$ cat config.mk
export PLATFORM = sky130hd
export DESIGN_NAME = universal_shift_engine_flat
export DESIGN_NICKNAME = d
export VERILOG_FILES = /design/src/rtl/universal_shift_engine_pkg.sv /design/src/rtl/universal_shift_engine_if.sv /design/src/rtl/universal_shift_engine_shift_unit.sv /design/src/rtl/universal_shift_engine.sv /design/src/flat_wrapper.sv
export SDC_FILE = /design/constraint.sdc
export NUM_CORES = 1
export LEC_CHECK = 0
export CAP_MARGIN = 40
export CORE_MARGIN = 3
export CORE_UTILIZATION = 51
export CTS_BUF_LIST = sky130_fd_sc_hd__clkbuf_8
export DETAILED_ROUTE_END_ITERATION = 16
export GPL_ROUTABILITY_DRIVEN = 1
export GPL_TIMING_DRIVEN = 0
export PLACE_DENSITY = 0.8
export SLEW_MARGIN = 0
export SYNTH_ARGS = -nofsm -noshare
export SYNTH_HDL_FRONTEND = slang
export SYNTH_SLANG_ARGS = --single-unit
$ cat constraint.sdc
create_clock -name clk -period 4.8 [get_ports clk]
set_input_delay 0.48 -clock clk [delete_from_list [all_inputs] [get_ports clk]]
set_output_delay 0.48 -clock clk [all_outputs]
set_load 0.005 [all_outputs]
$ cat src/rtl/universal_shift_engine_pkg.sv
// Shared types for the universal shift engine: command modes, FSM states and
// the reference 1-bit step used by the iterative datapath.
package usr_pkg;

  localparam int USR_MAX_W = 64;

  typedef enum logic [2:0] {
    USR_HOLD  = 3'b000,
    USR_LOAD  = 3'b001,
    USR_SHR   = 3'b010,
    USR_SHL   = 3'b011,
    USR_ROR   = 3'b100,
    USR_ROL   = 3'b101,
    USR_ASR   = 3'b110,
    USR_CLEAR = 3'b111
  } usr_mode_e;

  typedef enum logic {
    S_IDLE,
    S_SHIFT
  } usr_state_e;

  // Operates on a zero-extended value of width w; bits above w are masked off.
  function automatic logic [USR_MAX_W-1:0] usr_step(input logic [USR_MAX_W-1:0] r,
                                                    input usr_mode_e mode,
                                                    input logic fill_l,
                                                    input logic fill_r,
                                                    input int unsigned w);
    logic [USR_MAX_W-1:0] res;
    logic [USR_MAX_W-1:0] mask;
    logic [USR_MAX_W-1:0] top;
    mask = {USR_MAX_W{1'b1}} >> (USR_MAX_W - w);
    top  = USR_MAX_W'(1) << (w - 1);
    case (mode)
      USR_SHR: res = (r >> 1) | (fill_l ? top : '0);
      USR_SHL: res = (r << 1) | USR_MAX_W'(fill_r);
      USR_ROR: res = (r >> 1) | (r[0] ? top : '0);
      USR_ROL: res = (r << 1) | USR_MAX_W'((r & top) != '0);
      USR_ASR: res = (r >> 1) | (r & top);
      default: res = r;
    endcase
    return res & mask;
  endfunction

endpackage

$ cat src/rtl/universal_shift_engine_if.sv
// Command/response bundle of the universal shift engine; the engine is the
// slave, whoever issues commands is the master.
interface universal_shift_engine_if #(
  parameter int WIDTH = 8,
  parameter int AMT_W = 4
);
  logic             cmd_valid;
  logic             cmd_ready;
  logic [2:0]       cmd_mode;
  logic [AMT_W-1:0] cmd_amt;
  logic [WIDTH-1:0] data_in;
  logic             ser_in_l;
  logic             ser_in_r;
  logic [WIDTH-1:0] reg_out;
  logic             out_valid;
  logic             busy;

  modport master (
    output cmd_valid, cmd_mode, cmd_amt, data_in, ser_in_l, ser_in_r,
    input  cmd_ready, reg_out, out_valid, busy
  );

  modport slave (
    input  cmd_valid, cmd_mode, cmd_amt, data_in, ser_in_l, ser_in_r,
    output cmd_ready, reg_out, out_valid, busy
  );
endinterface

$ cat src/rtl/universal_shift_engine_shift_unit.sv
// Combinational shift datapath: one 1-bit step by default, or a full
// log2 barrel shift over cmd_amt when USR_BARREL_EN is defined.
module usr_shift_unit
  import usr_pkg::*;
#(
  parameter int WIDTH = 8,
  parameter int AMT_W = 4
) (
  input  logic [WIDTH-1:0] reg_i,
  input  usr_mode_e        mode_i,
`ifdef USR_BARREL_EN
  input  logic [AMT_W-1:0] amt_i,
`endif
  input  logic             fill_l_i,
  input  logic             fill_r_i,
  output logic [WIDTH-1:0] res_o
);

`ifdef USR_BARREL_EN
  logic [WIDTH-1:0] cur;
  logic [WIDTH-1:0] nxt;
  int               k;

  // Stage b shifts by 2**b; fills beyond WIDTH saturate to all-fill / all-MSB.
  always_comb begin
    cur = reg_i;
    nxt = reg_i;
    k   = 0;
    for (int b = 0; b < AMT_W; b++) begin
      k   = 1 << b;
      nxt = cur;
      for (int i = 0; i < WIDTH; i++) begin
        case (mode_i)
          USR_SHR: nxt[i] = (i + k < WIDTH) ? cur[(i + k) % WIDTH] : fill_l_i;
          USR_SHL: nxt[i] = (i >= k) ? cur[(i - (k % WIDTH) + WIDTH) % WIDTH] : fill_r_i;
          USR_ROR: nxt[i] = cur[(i + k) % WIDTH];
          USR_ROL: nxt[i] = cur[(i - (k % WIDTH) + WIDTH) % WIDTH];
          USR_ASR: nxt[i] = (i + k < WIDTH) ? cur[(i + k) % WIDTH] : cur[WIDTH-1];
          default: nxt[i] = cur[i];
        endcase
      end
      if (amt_i[b]) cur = nxt;
    end
    res_o = cur;
  end
`else
  assign res_o = WIDTH'(usr_step(USR_MAX_W'(reg_i), mode_i, fill_l_i, fill_r_i, WIDTH));
`endif

endmodule

$ cat src/rtl/universal_shift_engine.sv
// Universal shift/rotate/load engine behind a valid/ready handshake.
// Iterative (1 bit per clock) by default; define USR_BARREL_EN for single-cycle shifts.
module universal_shift_engine
  import usr_pkg::*;
#(
  parameter int WIDTH = 8,
  parameter int AMT_W = 4
) (
  input logic                     clk,
  input logic                     reset_n,
  universal_shift_engine_if.slave bus
);

  logic [WIDTH-1:0] reg_q, reg_d;
  logic [WIDTH-1:0] shift_res;
  logic             valid_q, valid_d;
  logic             ready;
  logic             accept;
  usr_mode_e        cmd_mode;

  assign cmd_mode = usr_mode_e'(bus.cmd_mode);
  assign accept   = bus.cmd_valid && ready;

`ifdef USR_BARREL_EN
  usr_shift_unit #(.WIDTH(WIDTH), .AMT_W(AMT_W)) u_shift (
    .reg_i    (reg_q),
    .mode_i   (cmd_mode),
    .amt_i    (bus.cmd_amt),
    .fill_l_i (bus.ser_in_l),
    .fill_r_i (bus.ser_in_r),
    .res_o    (shift_res)
  );

  always_ff @(posedge clk) begin
    if (!reset_n) begin
      reg_q   <= '0;
      valid_q <= 1'b0;
    end else begin
      reg_q   <= reg_d;
      valid_q <= valid_d;
    end
  end

  always_comb begin
    reg_d   = reg_q;
    valid_d = 1'b0;
    if (accept) begin
      valid_d = 1'b1;
      case (cmd_mode)
        USR_HOLD:  reg_d = reg_q;
        USR_LOAD:  reg_d = bus.data_in;
        USR_CLEAR: reg_d = '0;
        default:   reg_d = shift_res;
      endcase
    end
  end

  always_comb begin
    ready         = reset_n;
    bus.cmd_ready = ready;
    bus.busy      = 1'b0;
    bus.reg_out   = reg_q;
    bus.out_valid = valid_q;
  end
`else
  usr_state_e       state_q, state_d;
  logic [AMT_W-1:0] cnt_q, cnt_d;
  usr_mode_e        mode_q, mode_d;
  logic             fill_l_q, fill_l_d;
  logic             fill_r_q, fill_r_d;
  usr_mode_e        unit_mode;
  logic             unit_fill_l;
  logic             unit_fill_r;

  // The acceptance edge already performs step 1, so the unit sees the live
  // command in IDLE and the latched one while shifting.
  assign unit_mode   = (state_q == S_SHIFT) ? mode_q   : cmd_mode;
  assign unit_fill_l = (state_q == S_SHIFT) ? fill_l_q : bus.ser_in_l;
  assign unit_fill_r = (state_q == S_SHIFT) ? fill_r_q : bus.ser_in_r;

  usr_shift_unit #(.WIDTH(WIDTH), .AMT_W(AMT_W)) u_shift (
    .reg_i    (reg_q),
    .mode_i   (unit_mode),
    .fill_l_i (unit_fill_l),
    .fill_r_i (unit_fill_r),
    .res_o    (shift_res)
  );

  always_ff @(posedge clk) begin
    if (!reset_n) begin
      state_q  <= S_IDLE;
      cnt_q    <= '0;
      reg_q    <= '0;
      mode_q   <= USR_HOLD;
      fill_l_q <= 1'b0;
      fill_r_q <= 1'b0;
      valid_q  <= 1'b0;
    end else begin
      state_q  <= state_d;
      cnt_q    <= cnt_d;
      reg_q    <= reg_d;
      mode_q   <= mode_d;
      fill_l_q <= fill_l_d;
      fill_r_q <= fill_r_d;
      valid_q  <= valid_d;
    end
  end

  always_comb begin
    state_d  = state_q;
    cnt_d    = cnt_q;
    reg_d    = reg_q;
    mode_d   = mode_q;
    fill_l_d = fill_l_q;
    fill_r_d = fill_r_q;
    valid_d  = 1'b0;
    case (state_q)
      S_IDLE: begin
        if (accept) begin
          mode_d   = cmd_mode;
          fill_l_d = bus.ser_in_l;
          fill_r_d = bus.ser_in_r;
          case (cmd_mode)
            USR_HOLD:  valid_d = 1'b1;
            USR_LOAD:  begin reg_d = bus.data_in; valid_d = 1'b1; end
            USR_CLEAR: begin reg_d = '0;          valid_d = 1'b1; end
            default: begin
              if (bus.cmd_amt == '0) begin
                valid_d = 1'b1;
              end else begin
                reg_d = shift_res;
                if (bus.cmd_amt > AMT_W'(1)) begin
                  cnt_d   = bus.cmd_amt - AMT_W'(1);
                  state_d = S_SHIFT;
                end else begin
                  valid_d = 1'b1;
                end
              end
            end
          endcase
        end
      end
      S_SHIFT: begin
        reg_d = shift_res;
        cnt_d = cnt_q - AMT_W'(1);
        if (cnt_q == AMT_W'(1)) begin
          state_d = S_IDLE;
          valid_d = 1'b1;
        end
      end
      default: state_d = S_IDLE;
    endcase
  end

  always_comb begin
    ready         = reset_n && (state_q == S_IDLE);
    bus.cmd_ready = ready;
    bus.busy      = (state_q == S_SHIFT);
    bus.reg_out   = reg_q;
    bus.out_valid = valid_q;
  end
`endif

endmodule
$ cat src/flat_wrapper.sv
// flat-port wrapper written by rule: the top's interface ports become plain ports
module universal_shift_engine_flat import usr_pkg::*;
#(
  parameter int WIDTH = 8,
  parameter int AMT_W = 4
)
  (clk, reset_n, bus_cmd_valid, bus_cmd_mode, bus_cmd_amt, bus_data_in, bus_ser_in_l, bus_ser_in_r, bus_cmd_ready, bus_reg_out, bus_out_valid, bus_busy);
  universal_shift_engine_if #(.WIDTH(WIDTH), .AMT_W(AMT_W)) bus_i ();
  input logic clk;
  input logic reset_n;
  input wire logic [$bits(bus_i.cmd_valid)-1:0] bus_cmd_valid;
  input wire logic [$bits(bus_i.cmd_mode)-1:0] bus_cmd_mode;
  input wire logic [$bits(bus_i.cmd_amt)-1:0] bus_cmd_amt;
  input wire logic [$bits(bus_i.data_in)-1:0] bus_data_in;
  input wire logic [$bits(bus_i.ser_in_l)-1:0] bus_ser_in_l;
  input wire logic [$bits(bus_i.ser_in_r)-1:0] bus_ser_in_r;
  output wire logic [$bits(bus_i.cmd_ready)-1:0] bus_cmd_ready;
  output wire logic [$bits(bus_i.reg_out)-1:0] bus_reg_out;
  output wire logic [$bits(bus_i.out_valid)-1:0] bus_out_valid;
  output wire logic [$bits(bus_i.busy)-1:0] bus_busy;
  assign bus_i.cmd_valid = bus_cmd_valid;
  assign bus_i.cmd_mode = bus_cmd_mode;
  assign bus_i.cmd_amt = bus_cmd_amt;
  assign bus_i.data_in = bus_data_in;
  assign bus_i.ser_in_l = bus_ser_in_l;
  assign bus_i.ser_in_r = bus_ser_in_r;
  assign bus_cmd_ready = bus_i.cmd_ready;
  assign bus_reg_out = bus_i.reg_out;
  assign bus_out_valid = bus_i.out_valid;
  assign bus_busy = bus_i.busy;
  universal_shift_engine #(.WIDTH(WIDTH), .AMT_W(AMT_W)) u_core (.clk(clk), .reset_n(reset_n), .bus(bus_i));
endmodule
==> results.md, run 1 <==
Synth:
- After synthesis, the netlist uses 49 different library cells.
- Yosys mapped a number of flops with a built-in enable equal to 0.
- After synthesis the netlist holds a flip-flop and latch count of 19.
- After synthesis, the mean cell area works out to 8.02 um2.
- Counting every instance in the synthesized netlist gives 185.
- The number of synthesis warnings is 0.
- The sequential share of the synthesized area is 25.6%.
- The mapped netlist covers 1480 um2.
- The net count after synthesis is 210.
- In the synthesized netlist the dominant register cell turns out to be dfxtp_1.
- The share of synthesized registers carrying an async set or reset is 0%.

Timing:
- At the pin with the least slew margin, the transition time is 538 ps.
- The final worst-path cycle share is 49.5%.
- The count of endpoints failing setup in the final report is 0.
- The peak clock frequency supported by timing is 0.420 GHz.
- For the final database, setup skew stands at 8.74 ps.
- Setup total negative slack on the finished layout was measured at 0 ps.
- The number of hold violations in the final report came to 0.
- Setup repair after global routing left no endpoint under its margin.
- The count of pins over their slew limit is 0.
- The shortest clock period the worst path allows after layout is between 2000 and 2500 ps.
- The normalized max-slew margin is 63.9%.

Critical path:
- The worst setup path is captured at a flip-flop.
- The worst reg-to-reg path cell count is 6.
- In this run the worst path has a maximum fanout of 7.
- The critical path in this run is classified as primary input to flip-flop.
- The worst register-to-register path has a setup slack of 3070 ps.
- The data arrival at the endpoint of the critical path is 2530 ps.
- The startpoint type of the worst setup path is a primary input.
- At the worst endpoint, the required time is 4950 ps.

Die:
- The initial core utilization is 56.8%.
- The die covers roughly 3600 um2.
- The core outline area is about 2600 um2.
- The die is 59.9 um tall.
- The standard-cell row count is 18.
- From left edge to right edge, the die measures 59.9 um.
- In this run the count of I/O pins placed on the die edge is 31.

Route:
- In this run the remaining antenna-violating nets after routing total 0.
- The final layout contains routed wiring with a total length of 4.03 mm.
- The first routing iteration left 87 violations.
- The final route contains 1503 vias.
- The first detailed-routing pass took 4 iterations.
- The per-cell via count in the routed design is between 6 and 7.
- The routed length per instance is 16.2 um.
- The post-detailed-route DRC marker count is 0.

Clock network:
- The number of buffers added by the clock tree synthesis step is 3.
- Clock latency on the worst-skew pair, taken at its later pin, is 260 ps.
- After clock tree synthesis, the clock-pin slew on the worst setup and hold paths is 80 ps.
- The clock root buffer master is clkbuf_8.
- The number of hold buffers added after CTS was 0.
- TritonCTS built the clock tree.
- The number of clock sinks is 19.
- No sink is reached through more buffers than the 2 on the longest clock path.
- In this run, post-CTS repair resized a total of 0 instances.
- The number of buffers added for setup after CTS is 0.
- In this run the number of H-tree levels came out at 1.

Final layout:
- The layout filler cell count is 229.
- 0 antenna diodes ended up in the layout.
- After routing the design area is 1870 um2.
- Cells fill 71.5% of the core in the end.
- Cells with a size suffix above 1 make up 9.13% of the layout.
- In the layout the commonest cells are clkdlybuf4s50_1 (30), nand2_1 (19), dfxtp_1 (19).
- The net count reported at finish is 245.
- The library cell used most frequently in the layout, excluding fill and tap cells, is clkdlybuf4s50_1.
- Relative to the synthesized area, the layout overhead comes to 25.8%.

Pwr:
- Summed over all cells, the static leakage comes to roughly 0.00073 uW.
- VDD sags by at most 261 uV.
- Power comes to 456 uW.
- The power density normalized to cell area is 244 nW/um2.

Job:
- The max-cap check violation count is 0.

Place:
- The count of port buffers added during placement is 30.
- The HPWL after detailed placement is 3.07 mm.
- Routability-driven placement finished with a final weighted congestion of 0.900.
- The area after detailed placement is roughly 1800 um2.

Outcome:
- The flow ran to the end, and the final reports show no timing, DRC or antenna violations.

Worst hold path:
- The worst hold path passes through 2 cells.
- The classification of the worst-slack hold path is flip-flop to flip-flop.

Global route:
- Across every metal layer, demand over resource in global routing totals between 20 and 25%.
- The first global-routing pass estimated between 6 and 7 mm of wire.
- The via count of the first global-routing pass is 1508.
- The number of antenna violations at the first check in global routing is 0.
- The largest net degree at the start of global routing is 11.
- The total grt overflow is 0.
==> registers in the layout (all words and copies together) (netlist names) <==
register              count
u_core.cnt_q              4
u_core.bus.out_valid      1
u_core.mode_q             3
u_core.bus.busy           1
u_core.bus.reg_out        8
u_core.fill_r_q           1
u_core.fill_l_q           1
==> through the flow <==
step / hold WS [ps] / cells / setup WS (ps)
3_5_place_dp: 478 / 245 / 2170
5_1_grt: 513 / 249 / 2350
6_report: 487 / 249 / 2420
3_3_place_gp: 448 / 245 / 2220
2_1_floorplan: 436 / 185 / 2820
4_1_cts: 486 / 249 / 2430
==> worst max-delay path, cell delays in order <==
cell,delay [ps]
clkdlybuf4s50_1,480
inv_1,140
ha_1,170
or3b_4,410
a221oi_4,360
a21o_4,220
a21oi_1,50
o211a_1,220
==> cells by family after synthesis <==
kind of cell               after synthesis  synth area share, %
AOI/OAI and AO/OA                       66                 32.0
xor gates and xnor gates                 5                 2.95
adders and majority gates                5                 4.22
buffers and inverters                   15                 6.07
DFF                                     19                 25.6
muxes                                    2                 1.35
and+or+nand+nor                         73                 27.7
==> cell usage after synthesis, types with 5 or more instances <==
master,number,area [um2]
nand3b_1,7,52.6
nand2_1,19,71.3
o221ai_1,6,52.6
a21oi_1,14,70.1
dfxtp_1,19,380
nor2_1,5,18.8
o211a_1,6,60.1
o21ai_0,12,60.1
nor2b_1,13,81.3
o21ai_1,6,30.0
ha_1,5,62.6
nand3_1,8,40.0
==> layout make-up <==
| cell class | count | area, um2 | share of cell area [%] |
|---|---|---|---|
| buffer | 10 | 71.3 | 3.82 |
| multi-input combinational | 151 | 1010 | 54.3 |
| clock buffer | 3 | 41.3 | 2.21 |
| tap | 30 | 37.5 | 2.01 |
| inverter | 5 | 18.8 | 1.01 |
| sequential | 19 | 380 | 20.4 |
| clock inverter | 1 | 3.75 | 0.201 |
| timing repair buffer | 30 | 300 | 16.1 |
==> per-layer routing <==
metal	track usage (%)	routed length (um)	up-vias	share of wire [%]
met5	0	0	-	0
met4	9.18	85	0	2.1
met3	3.89	217	10	5.4
met2	42.1	1980	54	49
met1	31.6	1750	691	43
li1	-	-	748	-
==> path summary, 6_finish.rpt <==
path                                         endpoint            start
worst min register to register        u_core.fill_r_q  u_core.fill_r_q
worst max-delay path            u_core.bus.reg_out[4]   bus_cmd_amt[0]
worst min-delay path                  u_core.fill_r_q  u_core.fill_r_q
worst max register to register  u_core.bus.reg_out[4]  u_core.bus.busy
==> report_power, final <==
group          switching [uW]  total [uW]  internal, uW
Clock                    57.9         115          57.1
Sequential               15.8         188           172
Combinational            75.9         153          77.1
Note: power is estimated with default switching activity, not from simulation.
==> run 2, diff against run 1 <==
--- a/config.mk
+++ b/config.mk
@@ -7,12 +7,12 @@
 export LEC_CHECK = 0
 export CAP_MARGIN = 40
 export CORE_MARGIN = 3
-export CORE_UTILIZATION = 51
+export CORE_UTILIZATION = 48
 export CTS_BUF_LIST = sky130_fd_sc_hd__clkbuf_8
 export DETAILED_ROUTE_END_ITERATION = 16
 export GPL_ROUTABILITY_DRIVEN = 1
 export GPL_TIMING_DRIVEN = 0
-export PLACE_DENSITY = 0.8
+export PLACE_DENSITY = 0.79
 export SLEW_MARGIN = 0
 export SYNTH_ARGS = -nofsm -noshare
 export SYNTH_HDL_FRONTEND = slang
==> constraint.sdc (replaced) <==
create_clock -name clk -period 2.11 [get_ports clk]
set_input_delay 0.211 -clock clk [delete_from_list [all_inputs] [get_ports clk]]
set_output_delay 0.211 -clock clk [all_outputs]
set_load 0.005 [all_outputs]
==> results.md, run 2 (same netlist as run 1, synthesis figures left out) <==
Clock network:
- The maximum buffer depth of the clock tree was 2 (unchanged).
- The clock root buffer master is clkbuf_8 (unchanged).
- The number of buffers added by the clock tree synthesis step came to 3 (unchanged).
- The clock-pin transition on the worst setup and hold timing paths is 70 ps (was 80 ps).
- The insertion delay to the later sink of the worst-skew pair came to 260 ps (about the same).
- The CTS tree is done (unchanged).
- The H-tree depth is 1 (unchanged).
- The number of clock sinks is 19 (unchanged).
- The number of cells upsized or downsized after cts was 0 (unchanged).
- The number of buffers added for setup after CTS is 0 (unchanged).
- The cts-stage hold buffer count is 0 (unchanged).

Global route:
- The largest net degree at the start of global routing is 11 (unchanged).
- The number of antenna violations at the first check in global routing was 0 (unchanged).
- The first-pass GRT wire length was 6.54 mm (was 6.80 mm).
- The overall track demand over capacity in global routing was 23.0% (was 24.9%).
- The via count of the first global-routing pass is 1421 (was 1508).
- The total grt overflow is 0 (unchanged).

Place:
- The count of port buffers added during placement is 30 (unchanged).
- The global placer's final weighted congestion was 0.883 (was 0.900).
- The HPWL after detailed placement is 3.03 mm (was 3.07 mm).
- The worst setup slack before clock tree synthesis is -219 ps (was 2170 ps).

Final layout:
- The layout filler cell count is 254 (was 229).
- The most frequent standard cell in the layout excluding fill and tap cells is clkdlybuf4s50_1 (unchanged).
- The number of flip-flops in the largest register came to 8 (unchanged).
- Leading cell types in the layout, fill and taps excluded: clkdlybuf4s50_1 (30), nand2_1 (19), dfxtp_1 (19) (unchanged).
- The net count reported at finish is 245 (unchanged).
- The diode insertion count for antenna repair is 0 (unchanged).
- The area added between synthesis and finish is 25.9% (was 25.8%).
- The share of post-route cells with drive strength above 1 is 9.59% (was 9.13%).

Critical path:
- The highest fanout seen on the critical path is 7 (unchanged).
- The number of buffers and inverters on the critical path is 2 (unchanged).
- The critical path's top delay family is compound AO/OA/AOI/OAI gates (unchanged).
- The cell with the biggest individual delay on the critical path is clkdlybuf4s50_1 (unchanged).
- The startpoint type of the worst setup path is a primary input (unchanged).
- Series of cell instances along the critical path: clkdlybuf4s50_1 > inv_2 > ha_1 > or3b_4 > a221oi_4 > a21o_4 > a21oi_1 > o211a_1 (was clkdlybuf4s50_1 > inv_1 > ha_1 > or3b_4 > a221oi_4 > a21o_4 > a21oi_1 > o211a_1).
- The required time of the critical path is 2260 ps (was 4950 ps).
- The data arrival at the endpoint of the critical path is 2190 ps (was 2530 ps).
- The type of element capturing the critical path was a flip-flop (unchanged).
- The largest incremental delay on the critical path is 480 ps (about the same).
- The worst-case register-to-register setup slack came to 400 ps (was 3070 ps).
- The critical path start-end classification was primary input to flip-flop (unchanged).

Die:
- The width of the die was 61.6 um (was 59.9 um).
- The standard-cell row count was 19 (was 18).
- The I/O pin count is 31 (unchanged).
- The area of the die is 3790 um2 (was 3590 um2).
- The initial core utilization came to 52.0% (was 56.8%).
- The core outline area was 2850 um2 (was 2610 um2).
- The vertical extent of the die is 61.6 um (was 59.9 um).

Route:
- The highest routing layer actually used was met4 (unchanged).
- The post-route met1 wirelength came to 1.79 mm (was 1.75 mm).
- The post-detailed-route DRC marker count is 0 (unchanged).
- The routed length per instance is 15.9 um (was 16.2 um).
- The antenna violation net count after detailed routing is 0 (unchanged).
- The final wirelength is 3.98 mm (was 4.03 mm).
- The number of optimization iterations in the first detailed-route pass came to 4 (unchanged).
- The via total after detailed routing is 1500 (was 1503).
- The met2 layer wire length in the routed design was 1.88 mm (was 1.98 mm).
- The starting DRC count in detailed routing came to 120 (was 87).
- The per-cell via count in the routed design came to 6.00 (was 6.04).
- The wire length on met3 is 217 um (unchanged).

Job:
- The max-cap check violation count is 0 (unchanged).

Timing:
- Setup repair after global routing missed its margin: no (unchanged).
- The count of endpoints failing setup in the final report is 0 (unchanged).
- The number of hold violations in the final report is 0 (unchanged).
- The sum of negative setup slack is 0 ps (unchanged).
- Static timing analysis puts the maximum clock frequency at 0.491 GHz.
- The setup slack of the critical path after layout is 72.2 ps (was 2420 ps).
- After layout, the worst path uses 96.6% of the clock period.
- The clock tree skew after final layout came to 3.08 ps (was 8.74 ps).
- The actual slew at the worst max-slew pin came to 555 ps (was 538 ps).
- The normalized max-slew margin is 63.0% (was 63.9%).
- The count of pins over their slew limit was 0 (unchanged).
- After layout, the minimum clock period comes to 2040 ps.
- The worst slack on hold paths is 467 ps (was 487 ps).

Worst hold path:
- The classification of the worst-slack hold path is flip-flop to flip-flop (unchanged).

Pwr:
- The leakage power is 0.000725 uW (was 0.000726 uW).
- The maximum vdd drop is 372 uV (was 261 uV).
- The power density normalized to cell area is 550 nW/um2 (was 244 nW/um2).

Outcome:
- Outcome: finished, final reports clean (unchanged).
==> run 2: power breakdown <==
group          total (uW)  switching [uW]  internal [uW]  leakage (uW)
Combinational         346             171            175      0.000542
Sequential            429            37.2            392      0.000156
Clock                 252             123            129     0.0000269
==> run 2: through the flow <==
| step | cell area [um2] | cells | util (%) | total power (uW) |
|---|---|---|---|---|
| 6_report | 1870 | 250 | 65.5 | 1030 |
| 5_1_grt | 1870 | 250 | 65.5 | 1090 |
| 4_1_cts | 1870 | 250 | 65.5 | 1030 |
| 3_5_place_dp | 1820 | 246 | 63.9 | 778 |
| 3_3_place_gp | 1820 | 246 | 63.9 | 766 |
| 2_1_floorplan | 1480 | 185 | - | 643 |
==> run 2: area by class of cell <==
type / count / area (um2) / area share, %
inverters: 5 / 18.8 / 1.00
well taps: 31 / 38.8 / 2.08
clock inverters: 1 / 3.75 / 0.201
plain buffers: 10 / 71.3 / 3.82
flip-flops and latches: 19 / 380 / 20.4
clock buffers: 3 / 41.3 / 2.21
repair buffers: 30 / 300 / 16.1
multi-input cells: 151 / 1010 / 54.3
==> run 2: layer usage <==
layer  global-route usage [%]  up-vias
met3                     3.77       11
met4                     9.09        0
met1                     29.8      687
met2                     37.8       52
met5                        0        -
li1                         -      750
==> run 2: final timing paths <==
kind              startpoint               endpoint  cells after the start
min          u_core.fill_l_q        u_core.fill_l_q                      2
max reg2reg  u_core.bus.busy  u_core.bus.reg_out[2]                      6
max           bus_cmd_amt[0]  u_core.bus.reg_out[2]                      8
min reg2reg  u_core.fill_l_q        u_core.fill_l_q                      2
==> run 2: worst min-delay path: stages, from the launching register on <==
cell and delay (ps):
dfxtp_1 320, nand2_1 50, o21ai_0 60
==> run 3, diff against run 2 <==
==> constraint.sdc (replaced) <==
create_clock -name clk -period 2.11 [get_ports clk]
set_input_delay 0.211 -clock clk [delete_from_list [all_inputs] [get_ports clk]]
set_output_delay 0.211 -clock clk [all_outputs]
set_load 0.02 [all_outputs]
==> results of run 3 <==
Same layout as run 2 (identical final DEF). Status: finished, final reports clean.
Main changes from that run: total power 1030 uW -> 1050 uW; worst IR drop on VDD 372 uV -> 377 uV
==> variant 1 (config.mk and constraints of run 1) <==
Add a define of `USR_BARREL_EN`.
--- a/src/rtl/universal_shift_engine_shift_unit.sv
+++ b/src/rtl/universal_shift_engine_shift_unit.sv
@@ -1,4 +1,6 @@
 // Combinational shift datapath: one 1-bit step by default, or a full
 // log2 barrel shift over cmd_amt when USR_BARREL_EN is defined.
+`define USR_BARREL_EN
+
 module usr_shift_unit
   import usr_pkg::*;
Check against the original RTL: not equivalent (Yosys sat finds a counterexample within 4 cycles, from zero or initial values and one cycle with reset_n low).
==> variant 1 against run 1 <==
Count of clock-buffer cells in the layout did not move. Sequential cell count decreased by 10. Power is 11% lower. Clock skew down 6.5 ps. Global-route usage is 8.8 points higher. Final area rose by 1.4%. First-iteration DRC count is 150% higher. Fmax is 4.7% lower. Wire length increased by 49%. Critical path type unchanged. Setup slack worse by 120 ps. Area after synthesis increased by 4.4%.
==> variant 1: results (changes against run 1) <==
| Metric | Value |
|---|---|
| Pint | `236 µW (-23%)` |
| Worst skew pair latency | `240 ps (-20 ps)` |
| Detailed Route WL | `5990 µm (+49%)` |
| DR WL met2 | `2620 µm (+32%)` |
| DP Wirelength | `4350 µm (+42%)` |
| Post-synthesis compound-gate area fraction | `42.1% (+10 points)` |
| Mux cell area share after synthesis | `5.33% (+4.0 points)` |
| Delay of the slowest critical-path stage | `510 ps (+30 ps)` |
| Clock slew at reported path FFs | `50 ps (-30 ps)` |
| GR Layer Usage met3 | `10.9% (+7.0 points)` |
| Status | `completed` |
| Synth top area cells | `dfxtp_1, o21ai_0, a21oi_1` |
| Post-synthesis sequential area ratio | `11.6% (-14 points)` |
| Leakage | `0.000752 µW (+3.6%)` |
| First-pass GRT wire length | `9400 µm (+38%)` |
| GR met1 Demand/Resource | `45.8% (+14 points)` |
| Highest net fanout along the worst path | `10 (+3)` |
| Routed length per instance | `20.9 µm (+29%)` |
| P_seq | `108 µW (-43%)` |
| GPL Wtd Cong | `0.968 (+7.6%)` |
| Tot GR Track Use | `33.7% (+8.8 points)` |
| Clock group power | `91.7 µW (-20%)` |
| Width of the die | `61.1 µm (+2.0%)` |
| Initial DRT Pass Iterations | `5 (+1)` |
| IO buf count | `26 (-13%)` |
| Worst endpoint data arrival time | `2610 ps (+80 ps)` |
| Syn_nets | `245 (+17%)` |
| Vias in the first global route | `1942 (+29%)` |
| Unique cell type count in the Yosys netlist | `59 (+20%)` |
| Mapped Avg Cell Area | `6.88 µm² (-14%)` |
| XOR/XNOR Fraction of Synth Area | `1.05% (-1.9 points)` |
| Vias/cell | `7.18 (+19%)` |
| Clock skew | `2.21 ps (-6.53 ps)` |
## variant 1: cell count changes after synthesis, moves of 7 or more
cell      delta
nand3_1      +7
and3_1       +9
nand3b_1     -7
nor2b_1     -12
dfxtp_1     -10
o21ai_0      +7
## variant 1: layout make-up
cell class              count  area, µm²
plain buffers              20        131
clock buffers               3       41.3
clock inverters             1       3.75
fillers                   258        936
inverters                   5       18.8
multi-input cells         191       1220
flip-flops and latches      9        180
well taps                  31       38.8
repair buffers             26        260
## variant 1: worst paths after layout
path / start / depth (start not counted) / slack (ps) / end
worst max register to register: u_core.bus.reg_out[7] / 7 / 2850 / u_core.bus.reg_out[1]
worst min register to register: u_core.bus.reg_out[6] / 2 / 660 / u_core.bus.reg_out[6]
worst max-delay path: bus_cmd_mode[2] / 9 / 2300 / u_core.bus.reg_out[1]
worst min-delay path: u_core.bus.reg_out[6] / 2 / 660 / u_core.bus.reg_out[6]
==> variant 2 (config.mk and constraints of run 1) <==
Without the edit above. `WIDTH` is set to 8 in 4 places; all go to 7.
--- a/src/rtl/universal_shift_engine_if.sv
+++ b/src/rtl/universal_shift_engine_if.sv
@@ -2,5 +2,5 @@
 // slave, whoever issues commands is the master.
 interface universal_shift_engine_if #(
-  parameter int WIDTH = 8,
+  parameter int WIDTH = 7,
   parameter int AMT_W = 4
 );
--- a/src/rtl/universal_shift_engine_shift_unit.sv
+++ b/src/rtl/universal_shift_engine_shift_unit.sv
@@ -4,5 +4,5 @@
   import usr_pkg::*;
 #(
-  parameter int WIDTH = 8,
+  parameter int WIDTH = 7,
   parameter int AMT_W = 4
 ) (
--- a/src/rtl/universal_shift_engine.sv
+++ b/src/rtl/universal_shift_engine.sv
@@ -4,5 +4,5 @@
   import usr_pkg::*;
 #(
-  parameter int WIDTH = 8,
+  parameter int WIDTH = 7,
   parameter int AMT_W = 4
 ) (
--- a/src/flat_wrapper.sv
+++ b/src/flat_wrapper.sv
@@ -2,5 +2,5 @@
 module universal_shift_engine_flat import usr_pkg::*;
 #(
-  parameter int WIDTH = 8,
+  parameter int WIDTH = 7,
   parameter int AMT_W = 4
 )
Interface: changed (resized bus_data_in and bus_reg_out); port bits go from 31 to 29. The function was not compared with the original's and may differ.
==> variant 2 against run 1 <==
Wire length is 9.3% lower. Area after synthesis is 9.5% lower. Sequential share of layout area is 0.91 points higher. Final area is 9.3% lower. Sequential cell count is 1 lower. Hold slack worse by 28 ps. Power is 1.2% higher. Clock skew is 7.5 ps lower. Cell count is 4.8% lower. Setup slack worse by 85 ps. Critical endpoint is now bus_cmd_ready. Largest cell class unchanged.
==> variant 2: results (changes against run 1) <==
| Metric | Value |
|---|---|
| Status | `completed` |
| DP Wirelength | `2640 µm (-14%)` |
| Met1 WL | `1610 µm (-8.1%)` |
| Setup crit start | `u_core.bus.busy` |
| Detailed Route WL | `3660 µm (-9.3%)` |
| Highest net fanout along the worst path | `10 (+3)` |
| FILL cells | `198 (-14%)` |
| Tot GR Track Use | `23.8% (-1.1 points)` |
| Met3 routed WL | `249 µm (+15%)` |
| Hold depth | `2 (unchanged)` |
| HP Start | `u_core.fill_r_q` |
| Max-slew headroom | `56.2% (-7.7 points)` |
| DR vias | `1495 (-0.53%)` |
| Final critical-path share of the clock period | `51.3% (+1.8 points)` |
| Synth top area cells | `dfxtp_1, nor2_1, nand2_1` |
| CTS H-tree lvls | `1 (unchanged)` |
| CP top delay family | `buffers and inverters` |
| Nets | `234 (-4.5%)` |
| GR Layer Usage met3 | `2.94% (-0.95 points)` |
| IO buf count | `26 (-13%)` |
| Reg2reg setup slack | `2880 ps (-190 ps)` |
| Delay of the slowest critical-path stage | `460 ps (-20 ps)` |
| Mapped Avg Cell Area | `7.50 µm² (-6.5%)` |
| Crit path capture | `bus_cmd_ready` |
| PwrDens | `273 nW/µm² (+12%)` |
| P_comb | `148 µW (-3%)` |
| Syn_nets | `203 (-3.3%)` |
| DRT iter0 DRCs | `90 (+3.4%)` |
| DR WL met2 | `1770 µm (-11%)` |
| Placed Area | `1640 µm² (-10%)` |
| Max FFs per register | `7 (-1)` |
| Top cells by count, synth | `nor2_1, nand2_1, dfxtp_1` |
| Post-synthesis sequential area ratio | `26.8% (+1.2 points)` |
| GPL Wtd Cong | `0.885 (-1.6%)` |
| Clock group power | `128 µW (+11%)` |
| WHS | `459 ps (-28.1 ps)` |
| Critical R2R Capture | `u_core.bus.reg_out[6]` |
| Worst vdd ir | `0.202 mV (-23%)` |
| Fraction of layout cells with a size suffix above 1 | `6.70% (-2.4 points)` |
| Pre-CTS setup slack | `2250 ps (+74.8 ps)` |
| Psw | `149 µW (-0.44%)` |
| Initial antenna violation count | `0 (unchanged)` |
| First-pass GRT wire length | `6260 µm (-7.9%)` |
| Postcts setup bufs | `0 (unchanged)` |
| Cells on worst reg2reg path | `5 (-1)` |
| Leakage | `0.000640 µW (-12%)` |
| M2 GR Usage | `38.5% (-3.6 points)` |
| Final Non-Filler Cells | `237 (-4.8%)` |
| GR met1 Demand/Resource | `32.7% (+1.1 points)` |
-- variant 2: kinds of logic (layout without fill, tap and decap cells) --
| logic type | count (synthesis) | after routing | share of synthesized area (%) |
|---|---|---|---|
| DFF | 18 | 18 | 26.8 |
| and+or+nand+nor | 67 | 67 | 23.2 |
| AOI/OAI and AO/OA | 64 | 64 | 33.2 |
| muxes | 4 | 4 | 3.08 |
| adders and majority gates | 6 | 6 | 5.41 |
| xor gates and xnor gates | 3 | 3 | 1.96 |
| buffers and inverters | 17 | 47 | 6.34 |
-- variant 2: area by class of cell --
class / count / area (µm²) / share of cell area [%]
Multi-Input combinational cell: 144 / 897 / 53.0
Sequential cell: 18 / 360 / 21.3
Timing Repair Buffer: 26 / 260 / 15.4
Buffer: 10 / 58.8 / 3.47
Clock buffer: 4 / 55.1 / 3.25
Tap cell: 28 / 35.0 / 2.07
Inverter: 7 / 26.3 / 1.55
